===== src/rtl/adc_conv_seq.sv =====
// adc_conv_seq: one ADC conversion per start (CONVST pulse, wait EOC,
// RD strobe, latch). Optional macro: ADC_AUTO_PD_EN (ADC power-down control).
// Ports: clk_10MHz, reset (sync, active-high), locked, start, ADC_EOC (async,
//   active-low), adc_data -> ADC_CONVST, ADC_RD (active-low), ADC_PD,
//   busy, sample, sample_valid, timeout.
`timescale 1ns/1ps
module adc_conv_seq #(
  parameter int DATA_W       = 12,
  parameter int CONVST_LOW   = 2,
  parameter int RD_LOW       = 3,
  parameter int CONV_TIMEOUT = 100,
  parameter int WAKE_CYCLES  = 20
) (
  input  logic              clk_10MHz,
  input  logic              reset,
  input  logic              locked,
  input  logic              start,
  input  logic              ADC_EOC,
  input  logic [DATA_W-1:0] adc_data,
  output logic              ADC_CONVST,
  output logic              ADC_RD,
  output logic              ADC_PD,
  output logic              busy,
  output logic [DATA_W-1:0] sample,
  output logic              sample_valid,
  output logic              timeout
);

  typedef enum logic [2:0] {
    IDLE, WAKE, CONV, WAIT_EOC, READ, DONE
  } state_t;

  localparam logic [7:0] WAKE_LAST = 8'(WAKE_CYCLES - 1);
  localparam logic [7:0] CONV_LAST = 8'(CONVST_LOW - 1);
  localparam logic [7:0] RD_LAST   = 8'(RD_LOW - 1);
  localparam logic [7:0] TO_LAST   = 8'(CONV_TIMEOUT - 1);

`ifdef ADC_AUTO_PD_EN
  localparam logic PD_IDLE = 1'b1;
`else
  localparam logic PD_IDLE = 1'b0;
`endif

  state_t     state, next_state;
  logic [7:0] cnt;
  logic       eoc_q1, eoc_s;
  logic       to_hit, latch;
  logic       convst_d, rd_d, pd_d, busy_d;

  // state register, EOC synchronizer, per-state counter
  always_ff @(posedge clk_10MHz) begin
    if (reset) begin
      state  <= IDLE;
      cnt    <= '0;
      eoc_q1 <= 1'b1;
      eoc_s  <= 1'b1;
    end else begin
      state  <= next_state;
      eoc_q1 <= ADC_EOC;
      eoc_s  <= eoc_q1;
      if (next_state != state)
        cnt <= '0;
      else if (cnt != 8'hFF)
        cnt <= cnt + 8'd1;
    end
  end

  // next state; loss of lock overrides everything
  always_comb begin
    next_state = state;
    to_hit     = 1'b0;
    latch      = 1'b0;
    if (!locked) begin
      next_state = IDLE;
    end else begin
      unique case (state)
        IDLE: begin
          // busy is still high in the timeout-pulse cycle
          if (start && !busy)
`ifdef ADC_AUTO_PD_EN
            next_state = WAKE;
`else
            next_state = CONV;
`endif
        end
        WAKE:
          if (cnt == WAKE_LAST) next_state = CONV;
        CONV:
          if (cnt == CONV_LAST) next_state = WAIT_EOC;
        WAIT_EOC: begin
          // EOC has priority over an expiring timeout
          if (!eoc_s) begin
            next_state = READ;
          end else if (cnt == TO_LAST) begin
            next_state = IDLE;
            to_hit     = 1'b1;
          end
        end
        READ: begin
          if (cnt == RD_LAST) begin
            next_state = DONE;
            latch      = 1'b1;
          end
        end
        DONE:
          next_state = IDLE;
        default:
          next_state = IDLE;
      endcase
    end
  end

  // output levels for the coming state
  always_comb begin
    convst_d = (next_state != CONV);
    rd_d     = (next_state != READ);
    busy_d   = (next_state != IDLE) || to_hit;
`ifdef ADC_AUTO_PD_EN
    pd_d     = (next_state == IDLE);
`else
    pd_d     = 1'b0;
`endif
  end

  always_ff @(posedge clk_10MHz) begin
    if (reset) begin
      ADC_CONVST   <= 1'b1;
      ADC_RD       <= 1'b1;
      ADC_PD       <= PD_IDLE;
      busy         <= 1'b0;
      sample       <= '0;
      sample_valid <= 1'b0;
      timeout      <= 1'b0;
    end else begin
      ADC_CONVST   <= convst_d;
      ADC_RD       <= rd_d;
      ADC_PD       <= pd_d;
      busy         <= busy_d;
      sample_valid <= latch;
      timeout      <= to_hit;
      if (latch)
        sample <= adc_data;
    end
  end

endmodule

===== config.mk =====
export PLATFORM = sky130hd
export DESIGN_NAME = adc_conv_seq
export DESIGN_NICKNAME = d
export VERILOG_FILES = /design/src/rtl/adc_conv_seq.sv
export SDC_FILE = /design/constraint.sdc
export NUM_CORES = 1
export LEC_CHECK = 0
export ABC_AREA = 1
export CORE_AREA = 10 10 69 71
export CTS_CLUSTER_SIZE = 16
export DETAILED_ROUTE_END_ITERATION = 6
export DIE_AREA = 0 0 79 81
export PLACE_DENSITY = 0.72
export SLEW_MARGIN = 20
export SYNTH_ARGS = -nofsm -noshare
export SYNTH_HDL_FRONTEND = slang
export SYNTH_SLANG_ARGS = --single-unit
export TNS_END_PERCENT = 10

===== constraint.sdc =====
create_clock -name clk_10MHz -period 1.5 [get_ports clk_10MHz]
set_input_delay 0.3 -clock clk_10MHz [delete_from_list [all_inputs] [get_ports clk_10MHz]]
set_output_delay 0.3 -clock clk_10MHz [all_outputs]
set_load 0.03 [all_outputs]

==> results of run 1 <==
[flip-flops by register name, summed over array words and instances (netlist names)]
register and count:
busy 1, cnt 8, eoc_q1 1, sample 12, state 3, sample_valid 1
timeout 1, eoc_s 1, ADC_CONVST 1, ADC_RD 1
[report_power, final]
part	leakage [nW]	switching [W]	internal, W	total (W)
registers	0.246	0.0000131	0.000811	0.000825
clock network	0.0353	0.000284	0.000227	0.000510
logic	0.586	0.0000874	0.0000913	0.000179
total	0.868	0.000384	0.00113	0.00151
[cells by family after synthesis]
| logic type | share of synthesized area |
|---|---|
| xor+xnor | 0.0243 |
| simple gates | 0.401 |
| other cells | 0.00260 |
| buf+inv | 0.0625 |
| compound gates | 0.0660 |
| flops | 0.417 |
| fa+ha+maj | 0.0261 |
[path summary, 6_finish.rpt]
kind | start | end | cells past startpoint
max | cnt[0] | cnt[4] | 9
min | eoc_q1 | eoc_s | 1
min reg2reg | eoc_q1 | eoc_s | 1
max reg2reg | cnt[0] | cnt[4] | 9
[per-layer routing]
layer  wire length [um]  up-vias  global-route usage
met5                  0        -                   0
met4                 53        0              0.0430
met3                365        5              0.0706
met2               1480       30               0.167
met1               1450      575               0.128
li1                   -      687                   -
[placed cells by master, fill, tap and decap left out, types with 2 or more instances in the layout]
master / synthesis / layout
or2_2: 2 / 2
dfxtp_1: 30 / 23
inv_1: 10 / 9
dfxtp_2: 0 / 7
clkbuf_4: 0 / 5
nor2_1: 40 / 39
nand3_2: 3 / 2
nor3_2: 9 / 9
nand2_2: 5 / 5
nand2_4: 2 / 2
o21ai_0: 6 / 6
buf_4: 2 / 15
o21ai_1: 11 / 11
clkinv_1: 3 / 3
dlygate4sd2_1: 0 / 17
nand2_1: 19 / 19
clkdlybuf4s50_1: 0 / 16
nand3_4: 1 / 2
nand3_1: 9 / 9
a21oi_1: 2 / 2
nor2_2: 4 / 4
nor2_4: 2 / 3
xor2_1: 4 / 4
ha_1: 3 / 2
nand4_1: 4 / 4
inv_2: 2 / 3
nand3b_1: 2 / 2
[per-stage QoR]
step,worst slack [ps],TNS [ps],cell area [sq um],utilization,cells
3_3_place_gp,-93.7,-803,1930,0.548,273
5_1_grt,-155,-1010,1990,0.566,281
6_report,-11.3,-14.2,1990,0.566,281
2_1_floorplan,43.2,0,1440,-,181
4_1_cts,-31.0,-98.7,1980,0.561,281
3_5_place_dp,-155,-1240,1930,0.548,273
[cell type report]
type | instances | area share
Clock buffer | 7 | 0.0276
Inverter | 15 | 0.0282
Multi-Input combinational cell | 131 | 0.385
Timing Repair Buffer | 49 | 0.221
Sequential cell | 30 | 0.306
Clock inverter | 1 | 0.00251
Tap cell | 48 | 0.0301
[worst register-to-register path, stage by stage, from the launching register on]
cell	delay, ps
dfxtp_2	370
ha_2	230
nand2_4	70
nor2_4	130
nor2_2	60
nor2_1	120
nand2_2	80
nand3_2	80
nand3_4	160
nor3_2	140
[what timing repair did]
action,4_1_cts,5_1_grt
hold endpoints to repair,0,0
setup endpoints to repair,28,12
resized for setup,21,8
==> results_dict.tcl, run 1 <==
set metrics [dict create \
    status "finished, violations left" \
    violations "setup timing" \
    std_cell_rows 22 \
    fin_ws_ps -11.3 \
    cts_sinks 30 \
    yosysMostFrequentCell "nor2_1" \
    synth-async-reset-ratio 0 \
    ys_seq_elements 30 \
    cts_max_path_buffers 2 \
    clock-root-buffer "clkbuf_4" \
    drive_above_1_share 0.275 \
    tritoncts "done" \
    post_drt_via_cell_ratio 4.62 \
    drv_slew 0 \
    cts_made_buffers 5 \
    firstDrtPassIters 4 \
    syn_to_final_growth_pct 38.5 \
    cp_slowest_cell "dfxtp_2" \
    die-height_um 81 \
    synth_common_cells "nor2_1, dfxtp_1, nand2_1" \
    min_period_ps 1510 \
    syn_nets 201 \
    grt_overflow 0 \
    fin_worst_skew_ps 16.8 \
    cts_setup_buffers 0 \
    yosysUniqueCellTypes 29 \
    synth_edf_count 0 \
    insertedDiodeCount 0 \
    crit_buf_inv 0 \
    grt_pass1_vias 1244 \
    holdWs_ps 418 \
    power_density_mw_per_mm2 759 \
    place.port_buffers 33 \
    worstSetupEndpointType "flop" \
    clk_latency_ps 340 \
    ys.flop_type "dfxtp_1" \
    via_count 1297 \
    synthCells 181 \
    wl_per_cell_um 11.9 \
    nFillCells 369 \
    drt_iter0_markers 40 \
    setup_viol 2 \
    crit_path_max_fanout 8 \
    ant_nets 0 \
    final.period_utilization 1.01 \
    start_util 0.409 \
    arrival_ps 1760 \
    drv_cap 0 \
    seq_area_frac_synth 0.417 \
    path_cells "ha_2 -> nand2_4 -> nor2_4 -> nor2_2 -> nor2_1 -> nand2_2 -> nand3_2 -> nand3_4 -> nor3_2" \
    antenna_found_initial 0 \
    power_w 0.00151 \
    hold_viol 0 \
    grt_pass1_wl_um 5780 \
    synth_area_sq_mm 0.00144 \
    startpoint_type "flop" \
    hold_buffers 0 \
    grt_use_total 0.112 \
    peakVddDrop_uv 509 \
    rsz0062_at_grt "true" \
    hold_path.class "reg2reg" \
    post-route-drc-count 0 \
    drt-total-wl_um 3340 \
    clk_pin_slew_worst_paths_ps 90 \
    gp_congestion 0.805 \
    yosys.area.top_type_share 0.417 \
    place_hpwl_um 2540 \
    fmax_mhz 662 \
    crit_path_max_incr_delay_ps 370 \
    worstSetupPathType "reg2reg" \
    final-seq-area_sq_um 609 \
    leakagePower_nw 0.868 \
    rrSetupSlack_ps -10 \
    timing.critical_path.max_delay_family "simple AND/OR/NAND/NOR gates" \
    avgSynthCellArea_sq_um 7.96 \
    ctsHtreeMaxLevel 2 \
    die_w_um 79 \
    io_pins 35 \
    synth_top_cell_by_area "dfxtp_1" \
    synth.area.top_cells "dfxtp_1, nor2_1, nor3_2" \
    die_area_sq_mm 0.00640 \
    ys_warn_count 0 \
    required_ps 1750 \
    nets 252 \
    coreArea_sq_mm 0.00352 \
    grt_max_degree 14 \
    multi_input_comb_area_sq_um 767 \
]
(Power assumes the default switching activity.)
==> run 2, diff against run 1 <==
--- a/config.mk
+++ b/config.mk
@@ -5,12 +5,11 @@
 export SDC_FILE = /design/constraint.sdc
 export NUM_CORES = 1
 export LEC_CHECK = 0
-export ABC_AREA = 1
-export CORE_AREA = 10 10 69 71
+export CORE_AREA = 10 10 68 70
 export CTS_CLUSTER_SIZE = 16
 export DETAILED_ROUTE_END_ITERATION = 6
-export DIE_AREA = 0 0 79 81
-export PLACE_DENSITY = 0.72
+export DIE_AREA = 0 0 78 80
+export PLACE_DENSITY = 0.74
 export SLEW_MARGIN = 20
 export SYNTH_ARGS = -nofsm -noshare
 export SYNTH_HDL_FRONTEND = slang
==> run 2 against run 1 <==
The run still ends with setup timing left. Combinational power is 9% higher. Via count up 1.5%. Final cell count is 5.7% lower. Critical path type unchanged. Non-clock buffer count up 16. Clock power is 2% lower. Largest power group unchanged. Critical path depth decreased by 3. Total power is 0.81% higher.
==> results_dict.tcl, run 2 <==
set metrics [dict create \
    firstDrtPassIters 4 \
    ys_warn_count 0 \
    worstSetupPathType "reg2reg" \
    violations "setup timing" \
    multi_input_comb_area_sq_um 852 \
    synth_top_cell_by_area "dfxtp_1" \
    ant_nets 0 \
    power_density_mw_per_mm2 704 \
    muxShareOfSynthArea 0.0982 \
    coreArea_sq_mm 0.00328 \
    synth_edf_count 0 \
    timing.rr.end "cnt[3]" \
    yosysUniqueCellTypes 41 \
    grt_pass1_vias 1345 \
    hold_buffers 0 \
    post-route-drc-count 0 \
    cp_slowest_cell "dfxtp_1" \
    worstSetupEndpointType "flop" \
    synth.area.top_cells "dfxtp_1, mux2i_1, nor2_1" \
    synth_xor_area_frac 0.00614 \
    ctsHtreeMaxLevel 2 \
    seq_area_frac_synth 0.421 \
    insertedDiodeCount 0 \
    syn_to_final_growth_pct 51.9 \
    std_cell_rows 21 \
    post_drt_via_cell_ratio 4.97 \
    required_ps 1700 \
    peakVddDrop_uv 585 \
    grt_max_degree 21 \
    yosys.area.top_type_share 0.421 \
    place.port_buffers 33 \
    mostFrequentLayoutCells "buf_4, dfxtp_1, dlygate4sd2_1, nor2_1, clkdlybuf4s50_1" \
    wl_per_cell_um 14.3 \
    rr_startpoint "cnt[6]" \
    dp_slack_ps -341 \
    hold_end "eoc_s" \
    rr_worst_depth 6 \
    synth-simple-area-share 0.296 \
    synth_common_cells "dfxtp_1, nor2_1, mux2i_1" \
    ys_seq_elements 30 \
    die_w_um 78 \
    clk_pin_slew_worst_paths_ps 90 \
    drv_slew 0 \
    synthCells 154 \
    synth-async-reset-ratio 0 \
    min_delay_path_depth 1 \
    synth_top_family_by_area "simple AND/OR/NAND/NOR gates" \
    drv_cap 0 \
    mostFrequentLayoutCell "buf_4" \
    startpoint_type "flop" \
    cts_max_path_buffers 2 \
    hold_path.class "reg2reg" \
    final-seq-area_sq_um 609 \
    drt_iter0_markers 83 \
    final_core_util 0.660 \
    die_area_sq_mm 0.00624 \
    placed_cells 255 \
    status "finished, violations left" \
    rrSetupSlack_ps -220 \
    cts_sinks 30 \
    die-height_um 80 \
    path_cells "buf_4 -> and4b_1 -> a21oi_4 -> nand3b_1 -> a2bb2oi_4 -> nor3_1" \
    hold_viol 0 \
    drive_above_1_share 0.301 \
    setup_viol 21 \
    gp_congestion 0.845 \
    via_count 1317 \
    grt_pass1_wl_um 6430 \
    min_period_ps 1720 \
    final.period_utilization 1.15 \
    fin_cells 265 \
    clk_latency_ps 320 \
    yosysMostFrequentCell "dfxtp_1" \
    drt-total-wl_um 3780 \
    clock-root-buffer "clkbuf_4" \
    fin_worst_skew_ps 6.31 \
    avgSynthCellArea_sq_um 9.26 \
    synth_compound_area_frac 0.111 \
    top_register "sample" \
    antenna_found_initial 0 \
    syn_nets 174 \
    hp-start "eoc_q1" \
    place_hpwl_um 2930 \
    grt_use_total 0.129 \
    nFillCells 282 \
    largest_register_ffs 12 \
    nets 238 \
    io_pins 35 \
    leakagePower_nw 1.02 \
    synthAdderAreaFrac 0.0263 \
    crit_path_max_incr_delay_ps 410 \
    fmax_mhz 582 \
    fin_ws_ps -220 \
    crit_path_max_fanout 8 \
    cts_made_buffers 5 \
    tritoncts "done" \
    synth_area_sq_mm 0.00143 \
    start_util 0.434 \
    reg_top3 "sample: 12 flops, cnt: 8 flops, state: 3 flops" \
    arrival_ps 1920 \
    grt_overflow 0 \
    rsz0062_at_grt "true" \
    ys.flop_type "dfxtp_1" \
]
run 2: kinds of logic (layout without fill, tap and decap cells):
kind of cell	count (synthesis)	count (layout)
flops	30	30
xor+xnor	1	1
compound gates	21	21
buf+inv	12	77
simple gates	72	72
mux	14	14
fa+ha+maj	3	3
other cells	1	1
run 2: critical path: cells and delay by family, from the launching register on:
family | cells | cell delay, ps
AOI/OAI and AO/OA | 2 | 430
and+or+nand+nor | 3 | 620
DFF | 1 | 410
buffers and inverters | 1 | 150
run 2: metrics by stage:
stage	hold WS [ps]	total power [W]	instance area, sq um	TNS [ps]
after floorplan	389	0.000933	1460	-1720
after global placement	394	0.00102	2040	-6520
after detailed placement	402	0.00103	2040	-7140
after CTS	418	0.00154	2130	-2270
after global routing	436	0.00162	2170	-4550
final	418	0.00153	2170	-2280
run 2: worst max-delay path by stage:
stage               startpoint     end  depth (start not counted)  slack, ps
detailed placement       start  cnt[6]                          7       -340
CTS                     cnt[0]  cnt[3]                          7       -200
global placement         start  cnt[2]                          7       -330
floorplan               cnt[1]  cnt[1]                          6       -110
global route            cnt[1]  cnt[1]                          7       -340
finish                  cnt[6]  cnt[3]                          6       -220
run 2: what timing repair did:
action / 4_1_cts / 5_1_grt
setup endpoints to repair: 41 / 27
setup buffers: 2 / 0
endpoints found under the hold margin: 0 / 0
pin swaps: 8 / 6
resized for setup: 28 / 10
run 2: final cells by class:
type	instances	area share
clock inverters	2	0.00577
well taps	46	0.0266
repair buffers	65	0.263
flip-flops and latches	30	0.281
inverters	4	0.00693
multi-input cells	112	0.393
clock buffers	6	0.0237
run 2: metal layers:
layer / track usage / vias to the layer above / routed length, um
met4: 0.0609 / 0 / 80
li1: - / 676 / -
met2: 0.237 / 21 / 2080
met5: 0 / - / 0
met1: 0.133 / 613 / 1480
met3: 0.0327 / 7 / 143
run 2: where the power goes:
part	switching (W)	internal [W]	total, W
logic	0.0000876	0.000108	0.000196
registers	0.0000169	0.000811	0.000828
clock network	0.000277	0.000225	0.000502
total	0.000381	0.00114	0.00153
==> run 3, diff against run 2 <==
--- a/config.mk
+++ b/config.mk
@@ -9,6 +9,7 @@
 export CTS_CLUSTER_SIZE = 16
 export DETAILED_ROUTE_END_ITERATION = 6
 export DIE_AREA = 0 0 78 80
+export GPL_ROUTABILITY_DRIVEN = 0
 export PLACE_DENSITY = 0.74
 export SLEW_MARGIN = 20
 export SYNTH_ARGS = -nofsm -noshare
==> run 3 against run 2 <==
The run still ends with setup timing left. Worst hold slack lost 9.4 ps. Final cell count shrank 1.5%. Clock-buffer cell count rose by 1. Combinational power down 2%. Worst setup slack worse by 21 ps. Non-clock buffer count is 4 lower. Clock power up 57%. Sequential share of layout area fell by 0.26 points. Cell area rose by 0.92%. Largest cell class unchanged.
==> results_dict.tcl, run 3 (same netlist as run 2, synthesis figures left out) <==
set metrics [dict create \
    cts_sinks 30 \
    fin_tns_setup_ps -2540 \
    drive_above_1_share 0.293 \
    post-route-drc-count 0 \
    setup_viol 22 \
    nets 234 \
    rr_worst_depth 7 \
    hold_path.class "reg2reg" \
    io_pins 35 \
    fin_area_sq_mm 0.00219 \
    wl_per_cell_um 16.0 \
    place_hpwl_um 2880 \
    die_w_um 78 \
    drv_cap 0 \
    arrival_ps 1960 \
    timing.rr.end "cnt[4]" \
    rrSetupSlack_ps -240 \
    grt_overflow 0 \
    violations "setup timing" \
    min_period_ps 1740 \
    ctsHtreeMaxLevel 2 \
    start_util 0.434 \
    insertedDiodeCount 0 \
    hp-start "eoc_q1" \
    peakVddDrop_uv 590 \
    mostFrequentLayoutCell "dfxtp_1" \
    cts_made_buffers 5 \
    min_delay_path_depth 1 \
    cp_slowest_cell "dfxtp_1" \
    worstSetupEndpointType "flop" \
    coreArea_sq_mm 0.00328 \
    die_area_sq_mm 0.00624 \
    path_cells "nor3_4 -> buf_6 -> o211ai_1 -> buf_4 -> a21oi_4 -> a2bb2oi_4 -> nor3_1" \
    worstSetupPathType "reg2reg" \
    hold_viol 0 \
    crit_path_max_fanout 8 \
    timing.critical_path.max_delay_family "compound AO/OA/AOI/OAI gates" \
    fin_worst_skew_ps 9.09 \
    clkPwrFrac 0.436 \
    final.period_utilization 1.16 \
    leakagePower_nw 1.02 \
    reg_top3 "sample: 12 flops, cnt: 8 flops, state: 3 flops" \
    rr_startpoint "cnt[7]" \
    crit_buf_inv 2 \
    place.port_buffers 33 \
    grt_pass1_vias 1441 \
    fin_ws_ps -241 \
    largest_register_ffs 12 \
    clock-root-buffer "clkbuf_4" \
    rsz0062_at_grt "true" \
    startpoint_type "flop" \
    via_count 1407 \
    grt_use_total 0.137 \
    power.switching_w 0.000397 \
    hold_buffers 0 \
    std_cell_rows 21 \
    fmax_mhz 574 \
    firstDrtPassIters 4 \
    swShare 0.220 \
    drv_slew 0 \
    top_register "sample" \
    final_core_util 0.666 \
    syn_to_final_growth_pct 53.3 \
    antenna_found_initial 0 \
    comb_power_share 0.106 \
    clk_latency_ps 330 \
    required_ps 1720 \
    drt_iter0_markers 81 \
    post_drt_via_cell_ratio 5.39 \
    drt-total-wl_um 4180 \
    crit_path_max_incr_delay_ps 350 \
    status "finished, violations left" \
    hold_end "eoc_s" \
    clk_pin_slew_worst_paths_ps 100 \
    cts_max_path_buffers 2 \
    die-height_um 80 \
    placed_cell_area_sq_mm 0.00200 \
    power_frac_seq 0.458 \
    grt_max_degree 21 \
    ant_nets 0 \
    power_density_mw_per_mm2 827 \
    mostFrequentLayoutCells "dfxtp_1, buf_4, dlygate4sd2_1, nor2_1, clkdlybuf4s50_1" \
    grt_pass1_wl_um 6930 \
    tritoncts "done" \
    p_int_w 0.00141 \
]
## run 3: worst max path at each step
| stage | cells after the start | end | from | slack [ps] |
|---|---|---|---|---|
| 6_report | 7 | cnt[4] | cnt[7] | -240 |
| 5_1_grt | 7 | cnt[4] | cnt[0] | -360 |
| 4_1_cts | 7 | cnt[4] | cnt[1] | -230 |
| 3_5_place_dp | 6 | ADC_CONVST | locked | -330 |
| 3_3_place_gp | 7 | cnt[0] | start | -290 |
| 2_1_floorplan | 6 | cnt[1] | cnt[1] | -110 |
## run 3: power by group through the flow
stage,registers (W),clock network [W],logic (W)
6_report,0.000827,0.000789,0.000192
5_1_grt,0.000831,0.000838,0.000207
4_1_cts,0.000828,0.000795,0.000188
3_5_place_dp,0.000845,0,0.000177
3_3_place_gp,0.000844,0,0.000171
2_1_floorplan,0.000849,0,0.0000842
## run 3: per-stage QoR
stage | power [W] | instances | hold slack [ps] | worst slack [ps]
2_1_floorplan | 0.000933 | 154 | 389 | -107
3_3_place_gp | 0.00101 | 250 | 396 | -290
3_5_place_dp | 0.00102 | 250 | 397 | -325
4_1_cts | 0.00181 | 261 | 418 | -227
5_1_grt | 0.00188 | 261 | 441 | -356
6_report | 0.00181 | 261 | 409 | -241
## run 3: cell type report
| type | instances | area (sq um) |
|---|---|---|
| inverters | 4 | 15.0 |
| clock buffers | 7 | 76.3 |
| clock inverters | 1 | 30.0 |
| fillers | 264 | 1100 |
| well taps | 46 | 57.6 |
| repair buffers | 61 | 543 |
| multi-input cells | 112 | 856 |
| flip-flops and latches | 30 | 609 |
## run 3: metal layers
metal,GRT usage,part of all wire,vias to the layer above
met3,0.0349,0.059,16
met4,0.0842,0.032,0
met5,0,0,-
li1,-,-,668
met2,0.248,0.51,58
met1,0.139,0.39,665
## run 3: worst reg2reg max path, stage by stage (launching register included)
cell       delay (ps)
dfxtp_1           350
nor3_4            230
buf_6             160
o211ai_1          130
buf_4             190
a21oi_4           180
a2bb2oi_4         300
nor3_1            100
## run 3: repair_timing
action | 4_1_cts | 5_1_grt
gates resized for setup | 33 | 5
setup endpoints to repair | 41 | 25
gates cloned | 0 | 0
pin swaps | 10 | 6
setup buffers | 3 | 0
endpoints found under the hold margin | 0 | 0
